$ cat config.mk
export PLATFORM = sky130hd
export DESIGN_NAME = pe_mac_driver_flat
export DESIGN_NICKNAME = d
export VERILOG_FILES = /design/src/rtl/pe_mac_driver_if.sv /design/src/rtl/pe_mac_driver.sv /design/src/flat_wrapper.sv
export SDC_FILE = /design/constraint.sdc
export NUM_CORES = 1
export LEC_CHECK = 0
export BUFFER_PORTS_ARGS = -buffer_cell sky130_fd_sc_hd__buf_2
export CAP_MARGIN = 10
export CORE_UTILIZATION = 40
export CTS_CLUSTER_SIZE = 20
export DETAILED_ROUTE_END_ITERATION = 6
export PLACE_DENSITY = 0.65
export REMOVE_ABC_BUFFERS = 1
export SETUP_SLACK_MARGIN = 0.15
export SYNTH_ARGS = -nofsm -noshare
export SYNTH_HDL_FRONTEND = slang
export SYNTH_SLANG_ARGS = --single-unit
$ cat constraint.sdc
create_clock -name clk -period 6.5 [get_ports clk]
set_clock_uncertainty 0.15 [all_clocks]
set_input_delay 1.625 -clock clk [delete_from_list [all_inputs] [get_ports clk]]
set_output_delay 1.625 -clock clk [all_outputs]
set_load 0.01 [all_outputs]
$ cat src/rtl/pe_mac_driver_if.sv
// Operand stream, PE pulse/valid link and result stream for pe_mac_driver.
// master: the driver side (accepts operands, drives the PE, offers results).
// slave : the environment side (operand source, PE, result sink).
interface pe_mac_driver_if;
  // Operand pair stream (valid/ready)
  logic              in_valid;
  logic              in_ready;
  logic [7:0]        in_a;
  logic signed [7:0] in_b;

  // Processing element link
  logic              pe_clr;
  logic              pe_read_in;
  logic              pe_mode_sel;
  logic [7:0]        pe_a;
  logic signed [7:0] pe_b;
  logic              pe_out_vld;
  logic signed [23:0] pe_sum;

  // Result stream (valid/ready)
  logic              res_valid;
  logic              res_ready;
  logic signed [23:0] res_data;

  modport master (
    input  in_valid, in_a, in_b, pe_out_vld, pe_sum, res_ready,
    output in_ready, pe_clr, pe_read_in, pe_mode_sel, pe_a, pe_b,
           res_valid, res_data
  );

  modport slave (
    output in_valid, in_a, in_b, pe_out_vld, pe_sum, res_ready,
    input  in_ready, pe_clr, pe_read_in, pe_mode_sel, pe_a, pe_b,
           res_valid, res_data
  );
endinterface

$ cat src/rtl/pe_mac_driver.sv
// pe_mac_driver: runs one pe_core through a dot-product job. Clears the PE,
// streams cfg_len operand pairs as read_in pulses, captures the final PE sum
// and offers it on a valid/ready result port.
// Ports: clk, reset (async, active-high), start/cfg_len/cfg_relu job setup,
//   busy status, bus (pe_mac_driver_if.master: operand stream, PE link,
//   result stream). Optional stall_cnt (16 b) when PE_DRV_STALL_CNT_EN is
//   defined: FEED cycles with no valid operand, saturating, cleared on start.
module pe_mac_driver #(
  parameter int K_MAX = 64,
  parameter int CNT_W = $clog2(K_MAX + 1)
) (
  input  logic             clk,
  input  logic             reset,
  input  logic             start,
  input  logic [CNT_W-1:0] cfg_len,
  input  logic             cfg_relu,
  output logic             busy,
`ifdef PE_DRV_STALL_CNT_EN
  output logic [15:0]      stall_cnt,
`endif
  pe_mac_driver_if.master  bus
);

  typedef enum logic [2:0] {IDLE, CLEAR, FEED, DRAIN, RESULT} state_t;

  localparam logic [CNT_W-1:0] LEN_MAX = CNT_W'(K_MAX);
  localparam logic [CNT_W-1:0] ONE     = CNT_W'(1);

  state_t           state, state_nxt;
  logic [CNT_W-1:0] len_q;
  logic [CNT_W-1:0] tap_cnt;
  logic [CNT_W-1:0] vld_cnt;
  logic [CNT_W-1:0] tap_inc;
  logic [CNT_W-1:0] vld_inc;
  logic [CNT_W-1:0] len_clamped;
  logic             start_acc;
  logic             in_fire;
  logic             last_tap;
  logic             vld_seen;
  logic             last_vld;

  assign len_clamped = (cfg_len > LEN_MAX) ? LEN_MAX : cfg_len;
  assign tap_inc     = tap_cnt + ONE;
  assign vld_inc     = vld_cnt + ONE;
  assign start_acc   = (state == IDLE) && start;
  assign in_fire     = (state == FEED) && bus.in_valid;
  assign last_tap    = in_fire && (tap_inc == len_q);
  // PE results can start arriving while later taps are still being fed,
  // so valid pulses are counted in FEED as well as DRAIN.
  assign vld_seen    = bus.pe_out_vld && ((state == FEED) || (state == DRAIN));
  assign last_vld    = vld_seen && (vld_inc == len_q);

  always_ff @(posedge clk or posedge reset) begin
    if (reset) begin
      state <= IDLE;
    end else begin
      state <= state_nxt;
    end
  end

  always_comb begin
    state_nxt     = state;
    busy          = 1'b1;
    bus.in_ready  = 1'b0;
    bus.res_valid = 1'b0;
    case (state)
      IDLE: begin
        busy = 1'b0;
        if (start) state_nxt = CLEAR;
      end
      CLEAR: begin
        state_nxt = (len_q != '0) ? FEED : RESULT;
      end
      FEED: begin
        bus.in_ready = 1'b1;
        if (last_tap) state_nxt = DRAIN;
      end
      DRAIN: begin
        if (last_vld) state_nxt = RESULT;
      end
      RESULT: begin
        bus.res_valid = 1'b1;
        if (bus.res_ready) state_nxt = IDLE;
      end
      default: state_nxt = IDLE;
    endcase
  end

  always_ff @(posedge clk or posedge reset) begin
    if (reset) begin
      len_q           <= '0;
      tap_cnt         <= '0;
      vld_cnt         <= '0;
      bus.pe_clr      <= 1'b0;
      bus.pe_read_in  <= 1'b0;
      bus.pe_mode_sel <= 1'b0;
      bus.pe_a        <= '0;
      bus.pe_b        <= '0;
      bus.res_data    <= '0;
    end else begin
      bus.pe_clr     <= start_acc;
      bus.pe_read_in <= in_fire;
      // Zero operands between taps so pe_sum shows the bare accumulator.
      bus.pe_a       <= in_fire ? bus.in_a : '0;
      bus.pe_b       <= in_fire ? bus.in_b : '0;

      if (start_acc) begin
        len_q           <= len_clamped;
        bus.pe_mode_sel <= cfg_relu;
        tap_cnt         <= '0;
        vld_cnt         <= '0;
      end
      if (in_fire)  tap_cnt <= tap_inc;
      if (vld_seen) vld_cnt <= vld_inc;

      if ((state == CLEAR) && (len_q == '0)) begin
        bus.res_data <= '0;
      end
      if ((state == DRAIN) && last_vld) begin
        bus.res_data <= bus.pe_sum;
      end
    end
  end

`ifdef PE_DRV_STALL_CNT_EN
  always_ff @(posedge clk or posedge reset) begin
    if (reset) begin
      stall_cnt <= '0;
    end else if (start_acc) begin
      stall_cnt <= '0;
    end else if ((state == FEED) && !bus.in_valid && (stall_cnt != 16'hFFFF)) begin
      stall_cnt <= stall_cnt + 16'd1;
    end
  end
`endif

endmodule

$ cat src/flat_wrapper.sv
// flat-port wrapper written by rule: the top's interface ports become plain ports
module pe_mac_driver_flat 
#(
  parameter int K_MAX = 64,
  parameter int CNT_W = $clog2(K_MAX + 1)
)
  (clk, reset, start, cfg_len, cfg_relu, busy, bus_in_valid, bus_in_a, bus_in_b, bus_pe_out_vld, bus_pe_sum, bus_res_ready, bus_in_ready, bus_pe_clr, bus_pe_read_in, bus_pe_mode_sel, bus_pe_a, bus_pe_b, bus_res_valid, bus_res_data);
  pe_mac_driver_if bus_i ();
  input  logic clk;
  input  logic reset;
  input  logic start;
  input  logic [CNT_W-1:0] cfg_len;
  input  logic cfg_relu;
  output logic busy;
  input wire logic [$bits(bus_i.in_valid)-1:0] bus_in_valid;
  input wire logic [$bits(bus_i.in_a)-1:0] bus_in_a;
  input wire logic [$bits(bus_i.in_b)-1:0] bus_in_b;
  input wire logic [$bits(bus_i.pe_out_vld)-1:0] bus_pe_out_vld;
  input wire logic [$bits(bus_i.pe_sum)-1:0] bus_pe_sum;
  input wire logic [$bits(bus_i.res_ready)-1:0] bus_res_ready;
  output wire logic [$bits(bus_i.in_ready)-1:0] bus_in_ready;
  output wire logic [$bits(bus_i.pe_clr)-1:0] bus_pe_clr;
  output wire logic [$bits(bus_i.pe_read_in)-1:0] bus_pe_read_in;
  output wire logic [$bits(bus_i.pe_mode_sel)-1:0] bus_pe_mode_sel;
  output wire logic [$bits(bus_i.pe_a)-1:0] bus_pe_a;
  output wire logic [$bits(bus_i.pe_b)-1:0] bus_pe_b;
  output wire logic [$bits(bus_i.res_valid)-1:0] bus_res_valid;
  output wire logic [$bits(bus_i.res_data)-1:0] bus_res_data;
  assign bus_i.in_valid = bus_in_valid;
  assign bus_i.in_a = bus_in_a;
  assign bus_i.in_b = bus_in_b;
  assign bus_i.pe_out_vld = bus_pe_out_vld;
  assign bus_i.pe_sum = bus_pe_sum;
  assign bus_i.res_ready = bus_res_ready;
  assign bus_in_ready = bus_i.in_ready;
  assign bus_pe_clr = bus_i.pe_clr;
  assign bus_pe_read_in = bus_i.pe_read_in;
  assign bus_pe_mode_sel = bus_i.pe_mode_sel;
  assign bus_pe_a = bus_i.pe_a;
  assign bus_pe_b = bus_i.pe_b;
  assign bus_res_valid = bus_i.res_valid;
  assign bus_res_data = bus_i.res_data;
  pe_mac_driver #(.K_MAX(K_MAX), .CNT_W(CNT_W)) u_core (.clk(clk), .reset(reset), .start(start), .cfg_len(cfg_len), .cfg_relu(cfg_relu), .busy(busy), .bus(bus_i));
endmodule
==> flow_summary.ini, run 1 <==
[clocking]
cts_buffer_depth = 2
ctsHtreeMaxLevel = 3
cts_buffers = 9
clk_pin_slew_ns = 0.07
cts_tree = built
cts_setup_buffers = 0
clk_latency_ns = 0.33
hold_buffers = 0
clkSinkCount = 67
cts_root_buf = clkbuf_8
cts_resized = 0

[layout]
drive_gt1_share_pct = 30.0
n_antenna_cell = 0
area_growth_pct = 23.7
n_fill_cell = 732
final_design_area_no_fill_um2 = 3870
nets = 464
fin_cells = 512

[setup_path]
cp_max_fo = 9
crit_path_frequent_cell = nor2b_1
path_delay_family = flip-flops
slowest_stage = dfrtp_1
critPathLaunch = u_core.state[1]
cp_data_arrival_time_ns = 1.39
cp-end-kind = output port
critPathBufInv = 1
start_kind = flop
rr_startpoint = u_core.vld_cnt[0]
max_stage_delay_ns = 0.46
cp.required_ns = 4.72
critical_path_class = flop to output port
path_cells = nor2b_1 -> nor2b_1 -> buf_2

[sta]
tightestPinTransition_ns = 0.837
relSlewSlack_pct = 44.2
rsz0062_at_grt = no
slew_violations = 0
setup_viol = 0
setup_tns_ns = 0
hold_violations = 0
fmax_mhz = 316
layout_min_cycle_time_ns = 3.16
timing.final.crit_share_pct = 48.7

[synthesis]
syn_area_per_cell_um2 = 10.2
ys.flop_type = dfrtp_1
synth_top_cell_by_area = dfrtp_1
synth_cell_types = 34
yosys-top-cells-count = dfrtp_1, nand2_1, inv_1
synth_edf_count = 0
ys_ff_latch = 67
synth_area_leaders = dfrtp_1, mux2i_1, nand2_1
yosys_warnings = 0
synthArstFlopShare_pct = 100
post-synth-top-area-fraction_pct = 53.6
yosysSeqAreaShare_pct = 53.6
yosysMostFrequentCell = dfrtp_1
synth_cells = 308
syn-cell-area_um2 = 3130

[die]
core_area_um2 = 7410
boundaryPins = 100
start_util_pct = 42.3
die_w_um = 90.5
dieArea_um2 = 8180
rows = 31
die_y_um = 90.5

[grt]
grt_pass1_vias = 2401
antenna_found_initial = 0
grt_pass1_wl_um = 11000
gr-total-overflow = 0
grt.total_usage_pct = 17.0
grt_max_degree = 68

[detailed_routing]
first_pass_iters = 4
drc = 0
avgRoutedWirePerCell_um = 12.8
vias = 2436
antenna_left = 0
drt_iter0_drc = 69
avgViaCountPerCell = 4.76
routed_wirelength_um = 6530

[power]
p_per_area_nw_per_um2 = 409
ir_worst_vdd_mv = 0.173
leakagePower_nw = 2.22

[status]
status = completed

[placed_design]
io_buffers = 99
place_area_um2 = 3680
dp.cells = 496
dp_hpwl_um = 4560
gp_congestion = 0.780

[min_path]
hp-start = u_core.bus.pe_mode_sel
holdCritPathClass = flop to flop

[run]
cap_viol_max_count = 0
## worst reg2reg max path, cell delays in order, from the launching register on
cell and delay (ns):
dfrtp_1 0.46, ha_1 0.31, nand3_2 0.13, or3_1 0.41
a2111oi_2 0.42, nand4_1 0.14, buf_4 0.29, a32o_1 0.26
## area by class of cell
type	count	area, um2	share of cell area, %
Clock inverter	6	63.8	1.65
Sequential cell	67	1680	43.3
Timing Repair Buffer	101	510	13.2
Multi-Input combinational cell	202	1270	32.7
Clock buffer	10	128	3.30
Inverter	27	101	2.62
Tap cell	99	124	3.20
## where the power goes
group          total (mW)  switching [mW]  internal, mW
logic               0.563           0.304         0.259
registers           0.684           0.121         0.563
clock network       0.336           0.159         0.177
## worst paths after layout
path / endpoint / slack [ns] / depth (start not counted)
max: bus_in_ready / 3.34 / 3
min: u_core.bus.pe_mode_sel / 0.34 / 2
max reg2reg: u_core.state[1] / 3.82 / 7
min reg2reg: u_core.bus.pe_mode_sel / 0.34 / 2
max in group asynchronous: u_core.bus.res_data[14] / 4.27 / 3
min in group asynchronous: u_core.bus.pe_a[7] / 1.37 / 3
## cell families (layout without fill, tap and decap cells)
group | Yosys count | in the layout | synth area share (%)
and+or+nand+nor | 119 | 119 | 18.9
DFF | 67 | 67 | 53.6
muxes | 24 | 24 | 7.67
AOI/OAI and AO/OA | 32 | 32 | 6.11
xor gates and xnor gates | 25 | 25 | 6.99
buffers and inverters | 39 | 144 | 5.96
adders and majority gates | 2 | 2 | 0.799
## cell usage in the layout, fill, tap and decap left out, types with 7 or more instances in the layout
master / netlist / routed
o21ai_0: 23 / 23
and2_1: 19 / 19
buf_2: 0 / 99
clkbuf_8: 0 / 9
nand2_1: 55 / 55
nand3_1: 11 / 11
nor2_1: 7 / 7
dfrtp_1: 67 / 67
mux2i_1: 24 / 24
xnor2_1: 16 / 16
nand2b_1: 7 / 7
xor2_1: 9 / 9
inv_1: 27 / 26
## through the flow
stage / setup WS [ns] / util (%) / total power, mW / hold slack [ns]
final: 3.34 / 52.3 / 1.58 / 0.341
after global routing: 3.19 / 52.3 / 1.70 / 0.383
after CTS: 3.31 / 52.3 / 1.61 / 0.356
after detailed placement: 3.02 / 49.7 / 1.27 / 0.337
after global placement: 3.09 / 49.7 / 1.24 / 0.328
after floorplan: 2.26 / - / 1.05 / 0.317
## state kept, by name, summed over array words and instances (netlist names)
name                    count
u_core.bus.pe_a             8
u_core.bus.pe_b             8
u_core.bus.pe_clr           1
u_core.bus.pe_mode_sel      1
u_core.bus.pe_read_in       1
u_core.bus.res_data        24
u_core.len_q                7
u_core.state                3
u_core.tap_cnt              7
u_core.vld_cnt              7
## per-layer routing
metal	part of all wire (%)	wire length [um]	global-route usage, %	vias up
li1	-	-	-	1200
met1	45	2950	22.0	1141
met2	48	3120	26.9	85
met4	1.9	123	8.60	0
met3	5.1	331	3.37	10
met5	0	0	0	-
Power figures use the tool's default switching activity.
==> run 2: changes to the inputs <==
- ABC_AREA: not set -> 1
- clock period: 6.5 -> 3.1 ns (I/O delays scaled with it)
==> flow_summary.ini, run 2 <==
[die]
boundaryPins = 100
die_w_um = 90.2
core_area_um2 = 7370
start_util_pct = 42.2
die_y_um = 90.2
dieArea_um2 = 8130
rows = 31

[placed_design]
place_area_um2 = 3680
io_buffers = 99
gp_congestion = 0.810
dp_hpwl_um = 5170

[layout]
mostFrequentLayoutCells = buf_2, nand2_1, dfrtp_1, inv_1, nand3_1
final_util_pct = 52.7
final_design_area_no_fill_um2 = 3880
n_antenna_cell = 0
drive_gt1_share_pct = 31.7
reg.largest.list = u_core.bus.res_data (24), u_core.bus.pe_a (8), u_core.bus.pe_b (8)
layout_commonest_cell = buf_2
largest_reg_flops = 24
regMostFlops = u_core.bus.res_data
area_growth_pct = 24.9
nets = 526

[synthesis]
post-synth-top-area-fraction_pct = 53.9
synth_compound_area_share_pct = 5.31
synth_cells = 366
synth-simple-area-share_pct = 29.5
yosys.area_share.xor_xnor_pct = 1.69
syn_area_per_cell_um2 = 8.50
syn-cell-area_um2 = 3110
yosysMostFrequentCell = nand2_1
synth_area_leaders = dfrtp_1, nand2_1, nand3_1
synth_top_cell_by_area = dfrtp_1
synth_edf_count = 0
ys.flop_type = dfrtp_1
synth_cell_types = 25
yosysSeqAreaShare_pct = 53.9
muxShareOfSynthArea_pct = 0
synthAdderAreaFrac_pct = 0.805
ys_ff_latch = 67
synthArstFlopShare_pct = 100
yosys-top-cells-count = nand2_1, dfrtp_1, inv_1
yosys_warnings = 0
synth_top_family_by_area = simple AND/OR/NAND/NOR gates

[setup_path]
critical_path_class = flop to output port
cp.required_ns = 2.17
cp_max_fo = 4
cp-end-kind = output port
r2r_slack_ns = 0.94
start_kind = flop
rr_startpoint = u_core.vld_cnt[0]
cp_data_arrival_time_ns = 1.38
rr_worst_depth = 9
worstReg2RegEnd = u_core.bus.res_data[2]

[power]
ir_worst_vdd_mv = 0.293
leakagePower_nw = 2.23
p_per_area_nw_per_um2 = 767

[detailed_routing]
first_pass_iters = 4
antenna_left = 0
avgViaCountPerCell = 4.70
avgRoutedWirePerCell_um = 12.2
drt_iter0_drc = 120
routed_wirelength_um = 6990
drc = 0
vias = 2691

[sta]
rsz0062_at_grt = no
fmax_mhz = 433
setup_tns_ns = 0
tightestPinTransition_ns = 0.868
relSlewSlack_pct = 42.0
setup_viol = 0
hold_violations = 0
timing.final.crit_share_pct = 74.5
layout_min_cycle_time_ns = 2.31
slew_violations = 0

[clocking]
cts_buffer_depth = 2
cts_tree = built
clkSinkCount = 67
hold_buffers = 0
cts_setup_buffers = 0
cts_root_buf = clkbuf_8
cts_buffers = 9
clk_latency_ns = 0.33
cts_resized = 0
ctsHtreeMaxLevel = 3
clk_pin_slew_ns = 0.07

[grt]
antenna_found_initial = 0
grt_max_degree = 26
grt_pass1_wl_um = 12200
grt.total_usage_pct = 18.8
grt_pass1_vias = 2745
gr-total-overflow = 0

[run]
cap_viol_max_count = 0

[min_path]
holdCritPathClass = input port to async pin

[status]
status = completed
==> run 2: cell count changes in the layout (fill, tap and decap cells not counted), sizes merged, moves of 7 or more <==
cell / change
xnor2: -14
nor2: +24
mux2i: -24
and2: -18
inv: +26
nand3: +35
o22ai: +9
nand2: +59
o21ai: -7
nand2b: -7
==> run 2: cells by family (layout without fill, tap and decap cells) <==
| logic type | after synthesis | after routing |
|---|---|---|
| AND/OR/NAND/NOR | 198 | 198 |
| flip-flops | 67 | 67 |
| buffers and inverters | 63 | 170 |
| AO/OA/AOI/OAI | 30 | 30 |
| XOR/XNOR | 6 | 6 |
| adder cells (fa/ha/maj) | 2 | 2 |
==> run 2: metal layers <==
metal / vias to the layer above / wire length, um / GRT usage, %
met5: - / 0 / 0
met4: 0 / 56 / 5.91
met3: 6 / 521 / 6.94
met2: 81 / 3240 / 29.5
met1: 1250 / 3170 / 24.0
li1: 1354 / - / -
==> run 2: area by class of cell <==
| class | instances | area, um2 |
|---|---|---|
| inverters | 54 | 205 |
| well taps | 99 | 124 |
| clock inverters | 2 | 35.0 |
| repair buffers | 102 | 518 |
| multi-input cells | 236 | 1160 |
| flip-flops and latches | 67 | 1680 |
| fillers | 720 | 3490 |
| clock buffers | 12 | 165 |
==> run 2: report_power, final <==
group	leakage, nW	switching [mW]	internal [mW]	total [mW]
logic	1.23	0.646	0.377	1.02
registers	0.892	0.148	1.08	1.22
clock network	0.104	0.306	0.427	0.733
==> run 2: through the flow <==
stage                     std cells  setup WS, ns  hold slack, ns  total power [mW]
after floorplan                 357         0.492           0.354              1.94
after global placement          558         0.683           0.310              2.23
after detailed placement        558         0.642           0.326              2.26
after CTS                       572         0.781           0.332              3.01
after global routing            572         0.691           0.361              3.23
final                           572         0.791           0.319              2.98
==> run 2: how the worst max path moves through the flow <==
stage,start,to,slack [ns],cells past startpoint
finish,u_core.state[2],bus_in_ready,0.79,4
CTS,u_core.state[2],bus_in_ready,0.78,4
detailed placement,bus_pe_out_vld,u_core.bus.res_data[13],0.64,9
floorplan,reset,u_core.bus.pe_a[0],0.49,1
global placement,bus_pe_out_vld,u_core.bus.res_data[22],0.68,9
global route,u_core.state[2],bus_in_ready,0.69,4
==> run 2: worst max-delay path, cell delays in order, from the launching register on <==
cell and delay, ns:
dfrtp_1 0.41, nor2_1 0.22, nand2_1 0.13, inv_1 0.13, buf_2 0.15
==> run 3: changes to the inputs <==
- ABC_AREA: 1 -> 0
- PLACE_DENSITY: 0.65 -> 0.68
- clock period: 3.1 -> 2 ns (I/O delays scaled with it)
==> flow_summary.ini, run 3 (synthesized netlist as in run 1, its figures left out) <==
[setup_path]
start_kind = flop
cp_data_arrival_time_ns = 2.34
r2r_slack_ns = -0.25
rr_worst_depth = 8
cp_max_fo = 4
critical_path_class = flop to flop
cp-end-kind = flop
rr_startpoint = u_core.vld_cnt[0]
cp.required_ns = 2.08
worstReg2RegEnd = u_core.state[1]

[layout]
regMostFlops = u_core.bus.res_data
drive_gt1_share_pct = 37.5
layout_commonest_cell = buf_2
register_area_um2 = 1680
fin_cells = 547
largest_reg_flops = 24
n_antenna_cell = 0
nets = 500
final_util_pct = 57.8
mostFrequentLayoutCells = buf_2, dfrtp_1, nand2_1, inv_1, buf_4
reg.largest.list = u_core.bus.res_data (24), u_core.bus.pe_a (8), u_core.bus.pe_b (8)
area_growth_pct = 36.9
multi_input_area_um2 = 1320
n_fill_cell = 665

[clocking]
cts_tree = built
ctsHtreeMaxLevel = 3
clk_pin_slew_ns = 0.07
clk_latency_ns = 0.35
clkSinkCount = 67
cts_buffer_depth = 2
cts_buffers = 9
cts_root_buf = clkbuf_8

[detailed_routing]
drc = 0
routed_wirelength_um = 7210
first_pass_iters = 4
drt_iter0_drc = 75
antenna_left = 0
vias = 2597
avgRoutedWirePerCell_um = 13.2
avgViaCountPerCell = 4.75

[die]
die_w_um = 90.5
die_y_um = 90.5
boundaryPins = 100
rows = 31
start_util_pct = 42.3
core_area_um2 = 7410
dieArea_um2 = 8180

[power]
ir_worst_vdd_mv = 0.460
leakagePower_nw = 2.44
p_per_area_nw_per_um2 = 1280

[placed_design]
dp_hpwl_um = 5120
dp.cells = 523
io_buffers = 99
gp_congestion = 0.773

[sta]
tightestPinTransition_ns = 0.400
setup_ws_ns = -0.255
setup_viol = 27
fmax_mhz = 444
rsz0062_at_grt = yes
relSlewSlack_pct = 73.3
hold_violations = 0
setup_tns_ns = -5.60
layout_min_cycle_time_ns = 2.25
slew_violations = 0
whs_ns = 0.191
timing.final.crit_share_pct = 113

[min_path]
min_to = u_core.bus.pe_mode_sel
holdPathStages = 3
hp-start = cfg_relu
holdCritPathClass = input port to flop

[grt]
gr-total-overflow = 0
grt_pass1_vias = 2618
antenna_found_initial = 0
grt_max_degree = 29
grt_pass1_wl_um = 11900
grt.total_usage_pct = 18.5

[status]
violations = negative setup slack
status = finished, violations left

[run]
cap_viol_max_count = 0
[run 3: changes by cell type in the layout (fill, tap and decap cells not counted), moves of 6 or more]
cell,before,now
o21ai_0,13,19
mux2i_1,0,24
buf_4,3,25
inv_1,50,25
xnor2_1,2,16
and2_1,1,19
nand3_1,44,10
nand2_1,90,54
nor2_1,28,6
buf_6,0,7
o22ai_1,10,1
nand2_2,24,1
nand2b_1,0,7
[run 3: per-layer routing]
layer | share of wire [%] | vias to the layer above | GRT usage, %
met2 | 49 | 80 | 30.7
li1 | - | 1270 | -
met4 | 1.4 | 0 | 6.45
met3 | 4.8 | 11 | 5.81
met1 | 45 | 1236 | 22.6
met5 | 0 | - | 0
[run 3: critical path: stages (launching register included)]
cell and delay, ns:
dfrtp_1 0.36, ha_2 0.19, nand3_2 0.07, or3_4 0.38
a2111oi_4 0.33, nand4_1 0.19, buf_6 0.19, buf_6 0.11
a32o_1 0.19
[run 3: worst max path at each step]
stage,from,end,slack (ns),cells past startpoint
final,u_core.vld_cnt[0],u_core.state[1],-0.25,8
after CTS,u_core.vld_cnt[0],u_core.state[1],-0.18,8
after global placement,u_core.vld_cnt[0],u_core.bus.res_data[20],-0.28,7
after global routing,u_core.vld_cnt[0],u_core.bus.res_data[2],-0.35,8
after floorplan,u_core.vld_cnt[0],u_core.state[1],-1.47,6
after detailed placement,u_core.vld_cnt[0],u_core.bus.res_data[16],-0.35,7
[run 3: stage by stage]
stage | setup WS, ns | power (mW) | instance area (um2)
floorplan | -1.47 | 3.40 | 3050
global placement | -0.278 | 4.26 | 3920
detailed placement | -0.351 | 4.34 | 3920
CTS | -0.176 | 5.46 | 4230
global route | -0.353 | 5.89 | 4280
finish | -0.255 | 5.49 | 4280
[run 3: area by class of cell]
class                   count  area share, %
well taps                  99           2.89
inverters                  27           2.37
multi-input cells         202           30.9
flip-flops and latches     67           39.2
clock inverters             5          0.935
clock buffers              10           3.21
repair buffers            137           20.5
[run 3: power by group]
part / internal (mW) / leakage [nW] / switching, mW
Clock: 0.480 / 0.0806 / 0.533
Combinational: 1.12 / 1.50 / 1.22
Sequential: 1.83 / 0.860 / 0.300
Total: 3.44 / 2.44 / 2.05
[run 3: what timing repair did]
action | 4_1_cts | 5_1_grt
endpoints found under the setup margin | 35 | 39
cloned | 1 | 0
hold buffers | 1 | 0
buffers inserted | 4 | 3
hold endpoints to repair | 14 | 0
pin swaps | 6 | 1
gates resized for setup | 16 | 13
